### src/rtl/kbd_pkg.sv
// Shared constants, state encoding and frame-unpacking helper for the keyboard SPI matrix receiver.
package kbd_pkg;

    localparam int FRAME_BITS = 48;
    localparam int ROWS       = 8;
    localparam int COLS       = 5;

    localparam int ST_MAGIC = 0;
    localparam int ST_TURBO = 1;
    localparam int ST_PNT   = 2;

    typedef enum logic [1:0] {
        IDLE  = 2'd0,
        SHIFT = 2'd1,
        CHECK = 2'd2
    } state_t;

    typedef logic [ROWS-1:0][COLS-1:0] matrix_t;

    // Row 0 arrives first with col4 leading, so row r sits at the top of the remaining bits.
    function automatic matrix_t frame_to_matrix(input logic [ROWS*COLS-1:0] bits);
        matrix_t m;
        for (int r = 0; r < ROWS; r++) begin
            m[r] = bits[ROWS*COLS-1-COLS*r -: COLS];
        end
        return m;
    endfunction

endpackage

### src/rtl/kbd_sync_edge.sv
// Multi-flop synchroniser with rising/falling edge strobes for one asynchronous input.
module kbd_sync_edge #(
    parameter int   STAGES    = 2,
    parameter logic RESET_VAL = 1'b1
) (
    input  logic CLK_14MHZ,
    input  logic CPU_RESET,
    input  logic pin,
    output logic rise,
    output logic fall
);

    logic [STAGES-1:0] chain;
    logic              prev;
    logic [STAGES:0]   live;
    logic              level;

    // Edges are only reported once both the chain and prev hold genuine pin samples, so the
    // step from the reset value to a low pin after reset is not mistaken for an edge.
    always_ff @(posedge CLK_14MHZ or negedge CPU_RESET) begin
        if (!CPU_RESET) begin
            chain <= {STAGES{RESET_VAL}};
            prev  <= RESET_VAL;
            live  <= '0;
        end else begin
            chain[0] <= pin;
            for (int i = 1; i < STAGES; i++) begin
                chain[i] <= chain[i-1];
            end
            prev <= level;
            live <= {live[STAGES-1:0], 1'b1};
        end
    end

    assign level = chain[STAGES-1];
    assign rise  = live[STAGES] &  level & ~prev;
    assign fall  = live[STAGES] & ~level &  prev;

endmodule

### src/rtl/kbd_spi_matrix.sv
// SPI slave holding the ZX 8x5 keyboard matrix and status byte; KD feeds the port #FE read path.
// Optional watchdog release of the matrix is enabled by defining KBD_TIMEOUT_EN.
module kbd_spi_matrix
    import kbd_pkg::*;
#(
    parameter int SYNC_STAGES = 2
`ifdef KBD_TIMEOUT_EN
    ,
    parameter int TIMEOUT_CYCLES = 1400000
`endif
) (
    input  logic       CLK_14MHZ,
    input  logic       CPU_RESET,
    input  logic       KBD_CLK,
    input  logic       KBD_CS,
    input  logic       KBD_DI,
    input  logic [7:0] A_HI,
    output logic [4:0] KD,
    output logic [7:0] KBD_STATUS,
    output logic       FRAME_OK,
    output logic       FRAME_ERR,
    output logic       LINK_UP
);

    localparam logic [5:0] FULL_COUNT = 6'(FRAME_BITS);
    localparam logic [5:0] SAT_COUNT  = 6'd63;

    logic clk_rise;
    logic clk_fall;
    logic cs_rise;
    logic cs_fall;
    logic di;

    logic [SYNC_STAGES-1:0] di_chain;

    state_t state_q;
    state_t state_d;

    logic                  start_frame;
    logic                  shift_en;
    logic                  commit;
    logic                  discard;
    logic                  timeout;
    logic [FRAME_BITS-1:0] shift_reg;
    logic [5:0]            bit_cnt;
    matrix_t               matrix;
    logic [COLS-1:0]       pressed;

    kbd_sync_edge #(
        .STAGES    (SYNC_STAGES),
        .RESET_VAL (1'b1)
    ) clk_sync (
        .CLK_14MHZ (CLK_14MHZ),
        .CPU_RESET (CPU_RESET),
        .pin       (KBD_CLK),
        .rise      (clk_rise),
        .fall      (clk_fall)
    );

    kbd_sync_edge #(
        .STAGES    (SYNC_STAGES),
        .RESET_VAL (1'b1)
    ) cs_sync (
        .CLK_14MHZ (CLK_14MHZ),
        .CPU_RESET (CPU_RESET),
        .pin       (KBD_CS),
        .rise      (cs_rise),
        .fall      (cs_fall)
    );

    always_ff @(posedge CLK_14MHZ or negedge CPU_RESET) begin
        if (!CPU_RESET) begin
            di_chain <= '0;
        end else begin
            di_chain[0] <= KBD_DI;
            for (int i = 1; i < SYNC_STAGES; i++) begin
                di_chain[i] <= di_chain[i-1];
            end
        end
    end

    assign di = di_chain[SYNC_STAGES-1];

    always_ff @(posedge CLK_14MHZ or negedge CPU_RESET) begin
        if (!CPU_RESET) begin
            state_q <= IDLE;
        end else begin
            state_q <= state_d;
        end
    end

    // A clock edge coinciding with the CS rising edge is dropped so a bad length stays bad.
    always_comb begin
        state_d     = state_q;
        start_frame = 1'b0;
        shift_en    = 1'b0;
        commit      = 1'b0;
        discard     = 1'b0;
        unique case (state_q)
            IDLE: begin
                if (cs_fall) begin
                    start_frame = 1'b1;
                    state_d     = SHIFT;
                end
            end
            SHIFT: begin
                if (cs_rise) begin
                    state_d = CHECK;
                end else if (clk_rise) begin
                    shift_en = 1'b1;
                end
            end
            CHECK: begin
                if (bit_cnt == FULL_COUNT) begin
                    commit = 1'b1;
                end else begin
                    discard = 1'b1;
                end
                state_d = IDLE;
            end
            default: begin
                state_d = IDLE;
            end
        endcase
    end

    always_ff @(posedge CLK_14MHZ or negedge CPU_RESET) begin
        if (!CPU_RESET) begin
            shift_reg  <= '0;
            bit_cnt    <= '0;
            matrix     <= '0;
            KBD_STATUS <= '0;
            FRAME_OK   <= 1'b0;
            FRAME_ERR  <= 1'b0;
            LINK_UP    <= 1'b0;
        end else begin
            FRAME_OK  <= commit;
            FRAME_ERR <= discard;
            if (start_frame) begin
                shift_reg <= '0;
                bit_cnt   <= '0;
            end else if (shift_en) begin
                shift_reg <= {shift_reg[FRAME_BITS-2:0], di};
                if (bit_cnt != SAT_COUNT) begin
                    bit_cnt <= bit_cnt + 6'd1;
                end
            end
            if (commit) begin
                matrix     <= frame_to_matrix(shift_reg[FRAME_BITS-1:8]);
                KBD_STATUS <= shift_reg[7:0];
                LINK_UP    <= 1'b1;
            end else if (timeout) begin
                matrix     <= '0;
                KBD_STATUS <= '0;
                LINK_UP    <= 1'b0;
            end
        end
    end

`ifdef KBD_TIMEOUT_EN
    localparam int                WD_BITS  = $clog2(TIMEOUT_CYCLES);
    localparam logic [WD_BITS-1:0] WD_LIMIT = WD_BITS'(TIMEOUT_CYCLES - 1);

    logic [WD_BITS-1:0] wd_cnt;

    // Saturates at the limit, so a silent link keeps the keys released until the next frame.
    always_ff @(posedge CLK_14MHZ or negedge CPU_RESET) begin
        if (!CPU_RESET) begin
            wd_cnt <= '0;
        end else if (commit) begin
            wd_cnt <= '0;
        end else if (wd_cnt != WD_LIMIT) begin
            wd_cnt <= wd_cnt + 1'b1;
        end
    end

    assign timeout = (wd_cnt == WD_LIMIT);
`else
    assign timeout = 1'b0;
`endif

    always_comb begin
        pressed = '0;
        for (int r = 0; r < ROWS; r++) begin
            if (!A_HI[r]) begin
                pressed = pressed | matrix[r];
            end
        end
        KD = ~pressed;
    end

endmodule

### config.mk
export PLATFORM = sky130hd
export DESIGN_NAME = kbd_spi_matrix
export DESIGN_NICKNAME = d
export VERILOG_FILES = /design/src/rtl/kbd_pkg.sv /design/src/rtl/kbd_sync_edge.sv /design/src/rtl/kbd_spi_matrix.sv
export SDC_FILE = /design/constraint.sdc
export NUM_CORES = 1
export LEC_CHECK = 0
export CORE_ASPECT_RATIO = 0.9
export CORE_MARGIN = 2
export CORE_UTILIZATION = 53
export DETAILED_ROUTE_END_ITERATION = 12
export PLACE_DENSITY = 0.75
export SYNTH_ARGS = -nofsm -noshare
export SYNTH_HDL_FRONTEND = slang
export SYNTH_SLANG_ARGS = --single-unit
export TNS_END_PERCENT = 5
### constraint.sdc
create_clock -name CLK_14MHZ -period 1.95 [get_ports CLK_14MHZ]
set_input_delay 0.39 -clock CLK_14MHZ [delete_from_list [all_inputs] [get_ports CLK_14MHZ]]
set_output_delay 0.39 -clock CLK_14MHZ [all_outputs]
set_load 0.01 [all_outputs]
== After elaboration in Yosys (flattened, before gate mapping) ==
Index checks and enable logic that the tools add are counted.

* Output and inout bits: 16
* Word-level logic and storage cells: 76
* Input port bits: 13
* Flip-flop bits (word level): 121

* Reductions and logical operators: 5
* Bitwise gates (word level): 17
* $add $sub $neg: 1
* Equal/unequal tests: 6
* Multiplexer cells: 25

{| class="wikitable"
|+ Operators by type and width
! operator !! count
|-
| $mux 48 || 2
|-
| $mux 5 || 8
|-
| $or 5x5->5 || 7
|-
| $mux 6 || 3
|-
| $mux 1 || 9
|-
| $add 6x1->6 const B || 1
|-
| $and 1x1->1 || 6
|-
| $eq 6x6->1 const B || 1
|-
| $ne 6x6->1 const B || 1
|-
| $not 5->5 || 1
|-
| $mux 2 || 2
|-
| $ne 2x2->1 const B || 2
|-
| $pmux 2 s2 || 1
|-
| $reduce_and 2->1 || 2
|-
| $reduce_bool 2->1 || 2
|-
| $not 1->1 || 3
|-
| $eq 2x1->1 const B || 1
|-
| $eq 2x2->1 const B || 1
|-
| $logic_not 2->1 || 1
|}

== Logic depth before layout (Yosys ltp) ==
Gate-level depths: netlist of the first run.

* Depth in word-level cells: 16
* Mapped depth: 7
* Gate-level depth less buffers: 5

== Modules after synthesis ==
From an unflattened synthesis of the first run, not the netlist that was laid out.

* Cell total of the unflattened synthesis: 394
* Area total of the unflattened synthesis: 5033.6 µm²

{| class="wikitable"
|+ Modules (own cells, without submodules)
! module !! instances !! cells each !! area an instance (µm²) !! seq. area each (µm²)
|-
| kbd_spi_matrix || 1 || 376 || 4683.2 || 2727.6
|-
| kbd_sync_edge || 2 || 9 || 175.2 || 153.9
|}

== Least setup slack after synthesis of the first run ==
Ideal clock, no wire load.

* Kind: flip-flop to flip-flop
* Start point: reg bit_cnt[0]
* End point: reg matrix[0] in the netlist's numbering
* Period minus slack after synthesis: 1833 ps
* Arrival: 1707 ps
* Setup time: 125 ps
* Required time: 1825 ps
* Cell stages (with the launch flop): 8
* Slack: 117 ps
* Buffers on the path: 2
* Cells stage by stage: dfrtp_1 > inv_1 > ha_1 > nand2_1 > or4_4 > buf_6 > buf_8 > mux2_4

* Cells in the longest elaborated chain, start to end: 3

{| class="wikitable"
|+ Ends and longest elaborated chain
! element !! line !! text
|-
| start: declaration || kbd_spi_matrix.sv:45 || <nowiki>logic [5:0] bit_cnt;</nowiki>
|-
| start signal: assignment || kbd_spi_matrix.sv:145 || <nowiki>bit_cnt <= bit_cnt + 6'd1;</nowiki>
|-
| $eq 6x6->1 || kbd_spi_matrix.sv:114 || <nowiki>if (bit_cnt == FULL_COUNT) begin</nowiki>
|-
| $mux 1 || kbd_spi_matrix.sv:114 ||
|-
| $mux 1 || kbd_spi_matrix.sv:99 || <nowiki>unique case (state_q)</nowiki>
|-
| end signal: assignment || kbd_spi_matrix.sv:149 || <nowiki>matrix <= frame_to_matrix(shift_reg[FRAME_BITS-1:8]);</nowiki>
|-
| end: declaration || kbd_spi_matrix.sv:46 || <nowiki>matrix_t matrix;</nowiki>
|}

No other way between the ends.
A chain may end at the register's enable or synchronous reset.

== Final worst setup path of the first run ==
* Start point: reg matrix[0] in the netlist's numbering
* End point: out KD[0]

* Cells in the longest elaborated chain, start to end: 16

{| class="wikitable"
|+ Ends and longest elaborated chain
! element !! line !! text
|-
| $mux 5 * || kbd_spi_matrix.sv:185 || <nowiki>if (!A_HI[r]) begin</nowiki>
|-
| $or 5x5->5 || kbd_spi_matrix.sv:186 || <nowiki>pressed = pressed | matrix[r];</nowiki>
|-
| $mux 5 * || kbd_spi_matrix.sv:185 ||
|-
| $or 5x5->5 || kbd_spi_matrix.sv:186 ||
|-
| $mux 5 * || kbd_spi_matrix.sv:185 ||
|-
| $or 5x5->5 || kbd_spi_matrix.sv:186 ||
|-
| $mux 5 * || kbd_spi_matrix.sv:185 ||
|-
| $or 5x5->5 || kbd_spi_matrix.sv:186 ||
|-
| $mux 5 * || kbd_spi_matrix.sv:185 ||
|-
| $or 5x5->5 || kbd_spi_matrix.sv:186 ||
|-
| $mux 5 * || kbd_spi_matrix.sv:185 ||
|-
| $or 5x5->5 || kbd_spi_matrix.sv:186 ||
|-
| $mux 5 * || kbd_spi_matrix.sv:185 ||
|-
| $or 5x5->5 || kbd_spi_matrix.sv:186 ||
|-
| $mux 5 * || kbd_spi_matrix.sv:185 ||
|-
| $not 5->5 * || kbd_spi_matrix.sv:189 || <nowiki>KD = ~pressed;</nowiki>
|-
| end: declaration || kbd_spi_matrix.sv:18 || <nowiki>output logic [4:0] KD,</nowiki>
|}

Every way passes the cells marked *; elsewhere a longest branch is shown, timed or not.

==> impl_metrics.env, run 1 <==
export IMPL_run_status="completed"
export IMPL_floorplan_core_area_um2=9130
export IMPL_max_vdd_ir_drop_mv=1.13
export IMPL_critical_path_arrival_ns=1.53
export IMPL_setup_repair_after_global_routing_missed_its_margin="yes"
export IMPL_syn_avg_cell_area_um2=12.4
export IMPL_drt_vias_per_instance=5.48
export IMPL_die_area_um2=10200
export IMPL_final_nets=466
export IMPL_slew_headroom=0.664
export IMPL_ys_seq_area_frac=0.593
export IMPL_longest_individual_stage_delay_on_the_worst_path_ns=0.40
export IMPL_postLayoutSetupSlackWorst_ns=0.0268
export IMPL_synth_seq_cells=118
export IMPL_cts_inserted_buffers=17
export IMPL_num_rows=33
export IMPL_critical_path_top_delay_family="flip-flops"
export IMPL_drc=0
export IMPL_numClockSinks=118
export IMPL_area_growth_from_synthesis_to_layout_pct=23.8
export IMPL_gp_congestion=0.837
export IMPL_cp_max_fo=2
export IMPL_wl_per_cell_um=17.8
export IMPL_fmax_achieved_mhz=520
export IMPL_clock_skew_ns=0.00898
export IMPL_pre_cts_slack_ns=-0.482
export IMPL_max_cap_violations=0
export IMPL_worst_endpoint_required_ns=1.56
export IMPL_cts_root_buffer_cell="sky130_fd_sc_hd__clkbuf_8"
export IMPL_timing_worst_slew_pin_value_ns=0.503
export IMPL_grt_pass1_wl_um=16800
export IMPL_grt_max_degree=51
export IMPL_crit_path_cells="inv_2, o22ai_2, nor4_2, buf_2"
export IMPL_die_h_um=96.1
export IMPL_endpoint_kind="primary output"
export IMPL_cts_tree="done"
export IMPL_vias=3204
export IMPL_cell_area_after_synthesis_um2=4990
export IMPL_hold_class="in -> reg"
export IMPL_grt_total_usage=0.219
export IMPL_cts_root_to_sink_buffers=2
export IMPL_synth_enable_flop_cells=0
export IMPL_finalCritPeriodShare=0.986
export IMPL_number_of_h_tree_branching_levels=4
export IMPL_placed_cells_incl_taps=544
export IMPL_io_buffer_count=28
export IMPL_final_hold_violation_count=0
export IMPL_synthesis_nets=419
export IMPL_post_synth_inst_count=404
export IMPL_ant_nets=0
export IMPL_clk_latency_ns=0.51
export IMPL_start_util=0.547
export IMPL_globalRouteMet2Util=0.338
export IMPL_yosys_most_used_dff="sky130_fd_sc_hd__dfrtp_1"
export IMPL_wl_um=10400
export IMPL_met1_usage=0.299
export IMPL_hold_path_startpoint="KBD_CS"
export IMPL_pwr_density_cell_nw_per_um2=1010
export IMPL_antenna_found_initial=0
export IMPL_first_global_vias=3251
export IMPL_synthArstFlopShare=1.00
export IMPL_dr_first_iter_drc_count=198
export IMPL_dp_final_hpwl_um=6240
export IMPL_finish_cell_count_without_fillers=585
export IMPL_critical_path_reg2reg_startpoint="bit_cnt[0]"
export IMPL_use_met3=0.0630
export IMPL_critical_path_slowest_cell="sky130_fd_sc_hd__dfrtp_1"
export IMPL_ioPinCount=29
export IMPL_num_antenna_cells=0
export IMPL_cp_buffers_inverters=2
export IMPL_dieWidth_um=106
export IMPL_fin_setup_tns_ns=0
export IMPL_crit_path_start="matrix[0]"
export IMPL_yosys_warnings=0
export IMPL_final_core_util=0.677
export IMPL_netlist_cell_type_count=40
export IMPL_globalRoute_totalOverflow=0
export IMPL_critPathLaunchType="flop"
export IMPL_grt_busiest_layer="met2"
export IMPL_largest_register_ff_count=48
export IMPL_final_period_minus_worst_setup_slack_ns=1.92
export IMPL_slew_viol_final=0
export IMPL_setup_violations=0
export IMPL_post_route_cells_drive_above_1_share=0.270
export IMPL_clk_transition_reported_paths_ns=0.06
export IMPL_critical_path_class="reg -> out"
export IMPL_p_leak_nw=3.01
export IMPL_drt_first_pass_iters=4
-- kinds of logic after synthesis --
logic type | synth area share
other cells | 0.000751
flops | 0.593
compound gates | 0.105
fa+ha+maj | 0.00501
buf+inv | 0.0659
simple gates | 0.0825
xor+xnor | 0.00176
mux | 0.146
-- where the power goes --
part	internal, mW	total, mW	switching (mW)
combinational	0.110	0.282	0.172
clock	2.39	3.42	1.03
sequential	2.51	2.56	0.0451
total	5.01	6.26	1.25
-- cell usage after synthesis (all sizes together), types with 3 or more instances --
cell    instances  share of area
a21oi          29          0.029
a22o           22          0.039
buf            12          0.027
clkbuf          9         0.0068
dfrtp         112           0.56
dfstp           6          0.032
inv            43          0.032
mux2           48           0.14
nand2          61          0.046
nand2b          3         0.0038
nor2            5         0.0038
nor4            5         0.0063
o22ai          20          0.025
-- repair_timing --
item,CTS,global route
hold endpoints to repair,35,0
hold buffers,1,0
setup endpoints to repair,7,46
buffers inserted,0,6
gates cloned,0,3
resized for setup,28,19
pin swaps,4,6
-- path summary, 6_finish.rpt --
check	endpoint	slack, ns	cells past startpoint
max	KD[0]	0.03	4
min in group asynchronous	matrix[25]	0.40	2
max in group asynchronous	matrix[12]	0.90	3
min reg2reg	di_chain[1]	0.35	0
max reg2reg	matrix[17]	0.06	6
min	cs_sync.chain[0]	0.29	1
-- placed cells by master, fill, tap and decap left out, types with 6 or more instances in the layout --
master                            Yosys  final
sky130_fd_sc_hd__inv_1               43     36
sky130_fd_sc_hd__dfstp_2              6      6
sky130_fd_sc_hd__clkbuf_16            0     18
sky130_fd_sc_hd__a22o_1              22     22
sky130_fd_sc_hd__buf_4                0     14
sky130_fd_sc_hd__dfrtp_1            112    112
sky130_fd_sc_hd__clkdlybuf4s50_1      0     14
sky130_fd_sc_hd__nand2_1             61     61
sky130_fd_sc_hd__bufinv_16            0      6
sky130_fd_sc_hd__a21oi_1             29     29
sky130_fd_sc_hd__inv_2                0      7
sky130_fd_sc_hd__o22ai_1             20     17
sky130_fd_sc_hd__mux2_4              48     48
-- per-layer routing --
metal  vias to the layer above  part of all wire
met4                         0            0.0083
li1                       1475                 -
met5                         -                 0
met2                        86              0.49
met3                         9             0.051
met1                      1634              0.45
-- final cells by class --
cell class	instances	area (um^2)
sequential	118	2960
fill	651	2940
multi-input combinational	222	1740
timing repair buffer	49	514
clock buffer	22	453
clock inverter	9	198
inverter	43	161
tap	122	153
-- metrics by stage --
| stage | area (um^2) | hold WS (ns) | power (mW) |
|---|---|---|---|
| 6_report | 6180 | 0.293 | 6.26 |
| 5_1_grt | 6180 | 0.285 | 6.48 |
| 4_1_cts | 6020 | 0.269 | 6.32 |
| 3_5_place_dp | 5390 | 0.340 | 2.88 |
| 3_3_place_gp | 5390 | 0.333 | 2.86 |
| 2_1_floorplan | 4990 | 0.0944 | 2.72 |
No activity file was read; power rests on OpenSTA's default activity.
==> run 2: changes to the inputs <==
--- a/config.mk
+++ b/config.mk
@@ -7,9 +7,8 @@
 export LEC_CHECK = 0
 export CORE_ASPECT_RATIO = 0.9
 export CORE_MARGIN = 2
-export CORE_UTILIZATION = 53
+export CORE_UTILIZATION = 43
 export DETAILED_ROUTE_END_ITERATION = 12
-export PLACE_DENSITY = 0.75
 export SYNTH_ARGS = -nofsm -noshare
 export SYNTH_HDL_FRONTEND = slang
 export SYNTH_SLANG_ARGS = --single-unit
==> run 2 against run 1 <==
  * First-iteration DRC count rose by 11%
  * Clock power shrank 6%
  * Sequential power barely moved
  * Core utilization decreased by 14 points
  * Die area grew 22%
  * Register-to-register slack lost 0.05 ns
  * Cell area is 1.5% lower
  * Power is 3.1% lower
==> impl_metrics.env, run 2 (synthesized netlist as in run 1, its figures left out) <==
export IMPL_share_clk_of_total_power=0.533
export IMPL_crit_path_cells="inv_1, ha_1, nand2_1, or4_4, buf_12, mux2_4"
export IMPL_post_route_cells_drive_above_1_share=0.238
export IMPL_cts_inserted_buffers=17
export IMPL_cts_root_to_sink_buffers=2
export IMPL_ioPinCount=29
export IMPL_endpoint_kind="flop"
export IMPL_die_h_um=106
export IMPL_detail_route_wirelength_met1_um=4770
export IMPL_antenna_found_initial=0
export IMPL_power_net_switching_mw=1.27
export IMPL_floorplan_core_area_um2=11400
export IMPL_max_vdd_ir_drop_mv=0.614
export IMPL_first_global_vias=3265
export IMPL_wl_met2_um=4430
export IMPL_drc=0
export IMPL_slew_viol_final=0
export IMPL_critical_path_class="reg -> reg"
export IMPL_dp_final_hpwl_um=6480
export IMPL_cp_buffers_inverters=2
export IMPL_dieWidth_um=118
export IMPL_timing_worst_slew_pin_value_ns=0.515
export IMPL_cts_root_buffer_cell="sky130_fd_sc_hd__clkbuf_16"
export IMPL_area_growth_from_synthesis_to_layout_pct=21.9
export IMPL_vias=3126
export IMPL_pwr_density_cell_nw_per_um2=997
export IMPL_layout_common_cells="112 x sky130_fd_sc_hd__dfrtp_1, 61 x sky130_fd_sc_hd__nand2_1, 48 x sky130_fd_sc_hd__mux2_4"
export IMPL_final_period_minus_worst_setup_slack_ns=1.94
export IMPL_clock_skew_ns=0.00766
export IMPL_post_dp_cell_area_um2=5460
export IMPL_start_util=0.438
export IMPL_gp_congestion=0.944
export IMPL_drt_vias_per_instance=5.09
export IMPL_cts_tree="done"
export IMPL_pwr_share_seq=0.421
export IMPL_critical_path_slowest_cell="sky130_fd_sc_hd__or4_4"
export IMPL_final_fill_count=1010
export IMPL_wl_um=9870
export IMPL_run_status="completed"
export IMPL_worst_endpoint_required_ns=2.24
export IMPL_postLayoutSetupSlackWorst_ns=0.00769
export IMPL_setup_violations=0
export IMPL_critical_path_arrival_ns=2.23
export IMPL_num_antenna_cells=0
export IMPL_globalRoute_totalOverflow=0
export IMPL_post_route_cell_area_um2=6090
export IMPL_cp_max_fo=42
export IMPL_critical_path_top_delay_family="simple AND/OR/NAND/NOR gates"
export IMPL_final_core_util=0.534
export IMPL_dr_first_iter_drc_count=219
export IMPL_critPathLaunchType="flop"
export IMPL_fmax_achieved_mhz=515
export IMPL_p_leak_nw=2.92
export IMPL_mostFrequentLayoutCell="sky130_fd_sc_hd__dfrtp_1"
export IMPL_grt_total_usage=0.175
export IMPL_setup_repair_after_global_routing_missed_its_margin="yes"
export IMPL_drt_first_pass_iters=4
export IMPL_maxUsedRoutingLayer="met4"
export IMPL_longest_individual_stage_delay_on_the_worst_path_ns=0.50
export IMPL_num_rows=37
export IMPL_final_nets=460
export IMPL_io_buffer_count=28
export IMPL_wl_per_cell_um=16.1
export IMPL_pre_cts_slack_ns=-0.466
export IMPL_number_of_h_tree_branching_levels=4
export IMPL_combinational_share_of_power=0.046
export IMPL_clk_latency_ns=0.41
export IMPL_ant_nets=0
export IMPL_hold_class="reg -> reg"
export IMPL_power_switching_share=0.210
export IMPL_max_cap_violations=0
export IMPL_detailroute_wirelength_met3_um=411
export IMPL_clk_transition_reported_paths_ns=0.05
export IMPL_slew_headroom=0.657
export IMPL_cts_setup_buffers=0
export IMPL_finalCritPeriodShare=0.996
export IMPL_numClockSinks=118
export IMPL_die_area_um2=12500
export IMPL_grt_max_degree=43
export IMPL_grt_pass1_wl_um=16900
export IMPL_final_hold_violation_count=0
export IMPL_internal_power_mw=4.79
export IMPL_largest_register_ff_count=48
run 2: cell count changes in the layout (fill, tap and decap cells not counted), sizes merged:
cell	before	now
buf	24	18
clkinv	2	3
dlygate4sd2	4	8
bufinv	6	3
clkinvlp	1	2
dlymetal6s2s	4	0
clkdlybuf4s15	0	2
run 2: what timing repair did:
action	in CTS	in global routing
resized for setup	29	3
pin swaps	2	2
hold buffers	1	0
hold endpoints to repair	30	0
setup endpoints to repair	8	44
run 2: worst reg2reg max path, cell delays in order (launching register included):
cell                      delay (ns)
sky130_fd_sc_hd__dfrtp_1        0.39
sky130_fd_sc_hd__inv_1          0.10
sky130_fd_sc_hd__ha_1           0.19
sky130_fd_sc_hd__nand2_1        0.06
sky130_fd_sc_hd__or4_4          0.50
sky130_fd_sc_hd__buf_12         0.24
sky130_fd_sc_hd__mux2_4         0.34
run 2: cell type report:
| type | count | area (um^2) | area share |
|---|---|---|---|
| inverters | 43 | 161 | 0.0265 |
| well taps | 156 | 195 | 0.0321 |
| flip-flops and latches | 118 | 2960 | 0.486 |
| multi-input cells | 222 | 1710 | 0.282 |
| repair buffers | 43 | 433 | 0.0711 |
| clock inverters | 8 | 120 | 0.0197 |
| clock buffers | 24 | 502 | 0.0824 |
run 2: per-layer routing:
metal / up-vias / track usage
met5: - / 0
met4: 0 / 0.0912
met3: 22 / 0.0536
met2: 63 / 0.258
met1: 1564 / 0.233
li1: 1477 / -
run 2: path summary, 6_finish.rpt:
kind,startpoint,to,slack [ns],cells past startpoint
hold reg to reg,cs_sync.live[0],cs_sync.live[1],0.35,0
min in group asynchronous,CPU_RESET,matrix[26],0.50,2
setup / recovery,bit_cnt[0],matrix[28],0.008,6
max in group asynchronous,CPU_RESET,clk_sync.prev,0.84,3
hold / removal,cs_sync.live[0],cs_sync.live[1],0.35,0
setup reg to reg,bit_cnt[0],matrix[28],0.008,6
run 2: power by group through the flow:
stage               combinational [mW]  sequential, mW  clock (mW)
finish                           0.280            2.55        3.23
global route                     0.315            2.56        3.41
floorplan                        0.131            2.59           0
detailed placement               0.289            2.59           0
global placement                 0.278            2.59           0
CTS                              0.286            2.55        3.29
run 2: metrics by stage:
step           power, mW  TNS (ns)  cells  hold slack, ns
2_1_floorplan       2.72         0    404          0.0944
3_3_place_gp        2.87     -1.73    581           0.332
3_5_place_dp        2.88     -1.97    581           0.336
4_1_cts             6.13  -0.00307    614           0.348
5_1_grt             6.29    -0.965    614           0.353
6_report            6.07         0    614           0.346
==> run 3: changes to the inputs <==
--- a/config.mk
+++ b/config.mk
@@ -7,8 +7,9 @@
 export LEC_CHECK = 0
 export CORE_ASPECT_RATIO = 0.9
 export CORE_MARGIN = 2
-export CORE_UTILIZATION = 43
+export CORE_UTILIZATION = 53
 export DETAILED_ROUTE_END_ITERATION = 12
+export PLACE_DENSITY = 0.79
 export SYNTH_ARGS = -nofsm -noshare
 export SYNTH_HDL_FRONTEND = slang
 export SYNTH_SLANG_ARGS = --single-unit
==> run 3 against run 2 <==
  * Critical path depth unchanged
  * Hold slack lost 0.068 ns
  * First-iteration DRC count decreased by 1.4%
  * Largest power group unchanged
  * Critical endpoint unchanged
==> impl_metrics.env, run 3 (synthesized netlist as in run 1, its figures left out) <==
export IMPL_run_status="completed"
export IMPL_ant_nets=0
export IMPL_critical_path_arrival_ns=2.34
export IMPL_start_util=0.547
export IMPL_post_route_cells_drive_above_1_share=0.264
export IMPL_worst_endpoint_required_ns=2.35
export IMPL_gp_congestion=0.908
export IMPL_critical_path_class="reg -> reg"
export IMPL_pwr_density_cell_nw_per_um2=942
export IMPL_final_hold_violation_count=0
export IMPL_longest_individual_stage_delay_on_the_worst_path_ns=0.49
export IMPL_num_antenna_cells=0
export IMPL_globalRoute_totalOverflow=0
export IMPL_final_nets=463
export IMPL_fmax_achieved_mhz=516
export IMPL_finalCritPeriodShare=0.995
export IMPL_hold_ws_ns=0.279
export IMPL_cts_tree="done"
export IMPL_die_h_um=96.1
export IMPL_p_leak_nw=2.90
export IMPL_critical_path_top_delay_family="simple AND/OR/NAND/NOR gates"
export IMPL_layout_common_cells="112 x sky130_fd_sc_hd__dfrtp_1, 61 x sky130_fd_sc_hd__nand2_1, 48 x sky130_fd_sc_hd__mux2_4"
export IMPL_numClockSinks=118
export IMPL_cts_root_buffer_cell="sky130_fd_sc_hd__clkbuf_8"
export IMPL_cts_root_to_sink_buffers=2
export IMPL_wl_per_cell_um=17.1
export IMPL_io_buffer_count=28
export IMPL_setup_violations=0
export IMPL_first_global_vias=3282
export IMPL_slew_viol_final=0
export IMPL_final_period_minus_worst_setup_slack_ns=1.94
export IMPL_wl_um=9910
export IMPL_clk_latency_ns=0.52
export IMPL_number_of_h_tree_branching_levels=4
export IMPL_setup_repair_after_global_routing_missed_its_margin="yes"
export IMPL_area_growth_from_synthesis_to_layout_pct=20.1
export IMPL_placed_cells_incl_taps=546
export IMPL_die_area_um2=10200
export IMPL_dp_final_hpwl_um=6450
export IMPL_cp_max_fo=50
export IMPL_cp_buffers_inverters=2
export IMPL_num_rows=33
export IMPL_vias=3172
export IMPL_ioPinCount=29
export IMPL_grt_total_usage=0.221
export IMPL_dr_first_iter_drc_count=216
export IMPL_endpoint_kind="flop"
export IMPL_mostFrequentLayoutCell="sky130_fd_sc_hd__dfrtp_1"
export IMPL_cts_inserted_buffers=17
export IMPL_critical_path_slowest_cell="sky130_fd_sc_hd__or4_4"
export IMPL_floorplan_core_area_um2=9130
export IMPL_dieWidth_um=106
export IMPL_max_cap_violations=0
export IMPL_clk_transition_reported_paths_ns=0.05
export IMPL_grt_max_degree=51
export IMPL_drt_first_pass_iters=4
export IMPL_largest_register_ff_count=48
export IMPL_grt_pass1_wl_um=16900
export IMPL_hold_class="in -> reg"
export IMPL_clock_skew_ns=0.0109
export IMPL_finish_cell_count_without_fillers=581
export IMPL_max_vdd_ir_drop_mv=0.665
export IMPL_crit_path_cells="inv_1, ha_1, nand2_1, or4_4, buf_12, mux2_4"
export IMPL_drc=0
export IMPL_antenna_found_initial=0
export IMPL_critPathLaunchType="flop"
export IMPL_drt_vias_per_instance=5.46
-- run 3: cell count changes in the layout (fill, tap and decap cells not counted), sizes merged, moves of 3 or more --
| cell | change |
|---|---|
| buf | +5 |
| clkbuf | -3 |
| clkinv | +3 |
| dlygate4sd2 | -5 |
| clkdlybuf4s50 | +3 |
-- run 3: report_power, final --
part	internal [mW]	switching (mW)
logic	0.109	0.167
clock network	1.76	1.05
registers	2.51	0.0446
total	4.38	1.27
-- run 3: metal layers --
metal	routed length, um	vias up	part of all wire	global-route usage
met2	4710	72	0.48	0.339
li1	-	1464	-	-
met3	462	13	0.047	0.0677
met1	4610	1623	0.47	0.301
met4	118	0	0.012	0.0822
met5	0	-	0	0
-- run 3: repair_timing --
| action | CTS | global route |
|---|---|---|
| gates cloned | 0 | 0 |
| gates resized for setup | 28 | 13 |
| hold buffers | 1 | 0 |
| pin swaps | 2 | 4 |
| hold endpoints to repair | 26 | 0 |
| setup endpoints to repair | 5 | 54 |
| setup buffers | 0 | 4 |
-- run 3: final timing paths --
kind | from | end | slack [ns] | cells past startpoint
worst max-delay path | bit_cnt[0] | matrix[28] | 0.01 | 6
worst min-delay path | KBD_CS | cs_sync.chain[0] | 0.28 | 1
worst max register to register | bit_cnt[0] | matrix[28] | 0.01 | 6
worst min register to register | di_chain[0] | di_chain[1] | 0.35 | 0
max in group asynchronous | CPU_RESET | shift_reg[11] | 0.95 | 3
min in group asynchronous | CPU_RESET | matrix[26] | 0.35 | 2
-- run 3: layout make-up --
cell class | instances | area (um^2)
inverter | 43 | 161
multi-input combinational | 222 | 1740
clock inverter | 9 | 78.8
fill | 691 | 3130
sequential | 118 | 2960
timing repair buffer | 46 | 442
tap | 122 | 153
clock buffer | 21 | 459
-- run 3: stage by stage --
step / setup TNS, ns / instance area [um^2] / utilization / setup slack (ns) / power (mW)
finish: 0 / 6000 / 0.657 / 0.0105 / 5.65
CTS: -0.224 / 5940 / 0.651 / -0.0980 / 5.70
global placement: -2.04 / 5400 / 0.592 / -0.444 / 2.86
floorplan: 0 / 4990 / - / 0.117 / 2.72
global route: -2.72 / 6000 / 0.657 / -0.104 / 5.87
detailed placement: -2.10 / 5400 / 0.592 / -0.463 / 2.88
==> patch 1: new RTL, flow settings as in run 1 <==
Change the parameter `SYNC_STAGES` from 2 to 4.
--- a/src/rtl/kbd_spi_matrix.sv
+++ b/src/rtl/kbd_spi_matrix.sv
@@ -3,7 +3,7 @@
 module kbd_spi_matrix
     import kbd_pkg::*;
 #(
-    parameter int SYNC_STAGES = 2
+    parameter int SYNC_STAGES = 4
 `ifdef KBD_TIMEOUT_EN
     ,
     parameter int TIMEOUT_CYCLES = 1400000
Function: changed (a bounded check fails within 10 cycles, from zero or initial values and one cycle with CPU_RESET low).
==> patch 1 against run 1 <==
The flow now finishes with violations (setup timing); first-iteration DRC count rose by 35%; sequential cell count rose by 8; power fell by 3.9%; sequential share of layout area rose by 1.9 points; setup slack got worse by 0.037 ns; cell area rose by 2.9%; sequential power rose by 7%; synthesized area rose by 4.1%; worst hold slack got worse by 0.024 ns; wire length rose by 4.4%; critical path type is now in -> out; critical endpoint unchanged.
==> patch 1: results (changes against run 1) <==
The checks that failed: setup timing. The final critical-path setup slack came to -0.0102 ns (was 0.0268 ns). The parity-gate share of the synthesized area counting xor and xnor cells is 0.00169 (was 0.00175). The iteration count of the initial detailed-routing pass came out at 5 (was 4). The cell total after placement came out at 555 (was 544).

The slowest library cell on the worst path is sky130_fd_sc_hd__clkdlybuf4s50_1 (was sky130_fd_sc_hd__dfrtp_1). The net count of the finished layout came out at 477 (was 466). The post-detailed-routing wire length was 10900 µm (was 10400 µm). The number of global-route vias before repair is 3296 (was 3251). The routed wirelength normalized by instance count is 18.1 µm (was 17.8 µm).

The DRC marker count from the first detailed-route iteration came out at 267 (was 198). The family with the most delay on the worst path was buffers and inverters (was flip-flops). The global routing usage on met1 came to 0.295 (was 0.299).

The post-CTS resize count is 33 (was 28). The count of final setup violators came out at 1 (was 0). The arithmetic-cell share of the synthesized area counting full adders, half adders and majority gates came out at 0.00482 (was 0.00501). The switching power is 1480 µW (was 1250 µW). Run status: complete, but fails checks (was finished clean). The multiplexer share of the synthesized area is 0.141 (was 0.146). The global-route wire length before repair is 17100 µm (was 16800 µm). Biggest area contributors in the synthesized netlist: sky130_fd_sc_hd__dfrtp_1 56%, sky130_fd_sc_hd__mux2_4 14%, sky130_fd_sc_hd__dfstp_2 5.1% (was sky130_fd_sc_hd__dfrtp_1 56%, sky130_fd_sc_hd__mux2_4 14%, sky130_fd_sc_hd__nand2_1 4.6%).

The critical path launch point is A_HI[6] (was matrix[0]). The post-synthesis net count came out at 427 (was 419). The data arrival time of the worst path came out at 1.57 ns (was 1.53 ns).

The global-route met2 utilization is 0.320 (was 0.338). The cell leakage power came to 0.00308 µW (was 0.00301 µW).
-- patch 1: cell type report --
type                    instances  area (µm²)  share of cell area
inverters                      43         161              0.0254
well taps                     126         158              0.0248
clock buffers                  17         414              0.0651
clock inverters                15         154              0.0242
flip-flops and latches        126        3170               0.498
repair buffers                 52         531              0.0834
multi-input cells             222        1780               0.279
-- patch 1: metrics by stage --
stage | total power, µW | utilization | area [µm²] | setup slack (ns)
3_3_place_gp | 3030 | 0.580 | 5580 | -0.496
4_1_cts | 6050 | 0.639 | 6140 | -0.0478
2_1_floorplan | 2890 | - | 5200 | 0.117
6_report | 6010 | 0.662 | 6360 | -0.0102
5_1_grt | 6260 | 0.662 | 6360 | -0.0695
3_5_place_dp | 3050 | 0.580 | 5580 | -0.516
-- patch 1: worst max path at each step --
stage | end | cells past startpoint
floorplan | matrix[0] | 7
global placement | KD[2] | 4
detailed placement | KD[1] | 4
CTS | KD[0] | 4
global route | KD[0] | 4
finish | KD[0] | 4
==> patch 2: new RTL, settings of run 1 <==
Without the edit above. Encoding of `state_t`: now one-hot (3 bits for 3 states).
--- a/src/rtl/kbd_pkg.sv
+++ b/src/rtl/kbd_pkg.sv
@@ -9,10 +9,10 @@
     localparam int ST_TURBO = 1;
     localparam int ST_PNT   = 2;
 
-    typedef enum logic [1:0] {
-        IDLE  = 2'd0,
-        SHIFT = 2'd1,
-        CHECK = 2'd2
+    typedef enum logic [2:0] {
+        IDLE  = 3'b001,
+        SHIFT = 3'b010,
+        CHECK = 3'b100
     } state_t;
 
     typedef logic [ROWS-1:0][COLS-1:0] matrix_t;
Formal check against the unedited RTL: same outputs for any inputs over 10 cycles, from zero or initial values and one cycle with CPU_RESET low; not proved beyond that.
==> patch 2 against run 1 <==
Wire length down 7.5%; synthesized area fell by 1.4%; global-route usage shrank 0.55 points; die area down 1.4%; synthesized cell count shrank 9.7%; sequential cell count increased by 1; cell area is 2.5% lower; maximum frequency decreased by 0.53%; setup slack got worse by 0.010 ns.
Power is not compared: it rests on default switching activity, and its combinational part moved more than twofold at a synthesized area within 25%.
==> patch 2: results (changes against run 1) <==
The cell total after placement is 511 (was 544). The multiplexer share of the synthesized area is 0.146 (about the same). Biggest area contributors in the synthesized netlist: sky130_fd_sc_hd__dfrtp_1 57%, sky130_fd_sc_hd__mux2_4 15%, sky130_fd_sc_hd__a22o_1 7.1% (was sky130_fd_sc_hd__dfrtp_1 56%, sky130_fd_sc_hd__mux2_4 14%, sky130_fd_sc_hd__nand2_1 4.6%). The clock tree skew after final layout came out at 0.00807 ns (was 0.00898 ns). The number of global-route vias before repair came out at 3076 (was 3251). The iteration count of the initial detailed-routing pass is 5 (was 4). The cell count after synthesis came out at 365 (was 404). The net count of the finished layout is 428 (was 466). The sequential fraction of the synthesis area is 0.607 (was 0.593). The post-detailed-routing wire length came out at 9620 µm (was 10400 µm). The pin count of the biggest net entering global routing is 50 (was 51). The length of routed met2 wiring is 4530 µm (was 5090 µm). The post-route non-filler standard cell count came out at 548 (was 585). The highest attainable clock frequency is 517 MHz (was 520 MHz). The post-CTS resize count was 24 (was 28). The length in cells of the worst reg-to-reg path is 5 (was 6). The post-synthesis compound-gate area fraction is 0.124 (was 0.105). The capture point of the worst path is KD[1] (was KD[0]). The detailed-route wire length on metal 1 was 4460 µm (was 4700 µm). The global-route total usage across every layer was 0.213 (was 0.219).

The worst setup timing slack at the placement stage was -0.379 ns (was -0.482 ns). The met3 wire length came out at 520 µm (was 526 µm). The layout cell share with drive strength beyond 1 came out at 0.282 (was 0.270). The origin of the critical flop-to-flop path is bit_cnt[4] (was bit_cnt[0]). The number of fillers in the final layout came to 668 (was 651).

The cell area after placement came out at 5410 µm² (was 5390 µm²). The end of the worst register-to-register path is matrix[6] (was matrix[17]). Run status: finished clean (unchanged). The DRC marker count from the first detailed-route iteration is 193 (was 198). The post-synthesis net count is 380 (was 419).

The critical path launch point is matrix[36] (was matrix[0]). The global routing usage on met1 came out at 0.287 (was 0.299). The global-route met2 utilization is 0.324 (was 0.338). The fraction of met3 tracks used by global routing came out at 0.0718 (was 0.0630). The placed wire-length estimate is 5880 µm (was 6240 µm).
==> patch 2: cell count changes after synthesis, moves of 3 or more <==
| cell | delta |
|---|---|
| sky130_fd_sc_hd__a22o_1 | +18 |
| sky130_fd_sc_hd__buf_12 | -4 |
| sky130_fd_sc_hd__a21oi_1 | -19 |
| sky130_fd_sc_hd__nand2_1 | -38 |
| sky130_fd_sc_hd__nand3_1 | +3 |
| sky130_fd_sc_hd__clkbuf_1 | -4 |
| sky130_fd_sc_hd__buf_6 | +4 |
==> patch 2: how the worst min path moves through the flow <==
stage	start	to	slack [ns]	cells after the start
after global routing	KBD_CLK	clk_sync.chain[0]	0.27	1
final	KBD_CS	cs_sync.chain[0]	0.28	1
after global placement	di_chain[0]	di_chain[1]	0.33	0
after detailed placement	clk_sync.live[1]	clk_sync.live[2]	0.34	0
after floorplan	CPU_RESET	FRAME_ERR	0.09	0
after CTS	KBD_CLK	clk_sync.chain[0]	0.25	1
==> patch 2: logic make-up after synthesis <==
kind of cell / Yosys count
adder cells (fa/ha/maj): 2
other: 1
flip-flops: 119
buffers and inverters: 61
multiplexers: 48
AO/OA/AOI/OAI: 81
AND/OR/NAND/NOR: 53
==> patch 2: area by class of cell <==
type	count	area (µm²)	area share
inverters	44	165	0.0274
well taps	122	153	0.0253
multi-input cells	185	1670	0.276
flip-flops and latches	119	2990	0.496
clock buffers	25	504	0.0837
repair buffers	46	460	0.0764
clock inverters	7	90.1	0.0150
==> patch 2: report_power, final <==
| part | internal, µW | switching (µW) |
|---|---|---|
| Combinational | 45.4 | 85.0 |
| Sequential | 2490 | 7.93 |
| Clock | 2010 | 1040 |
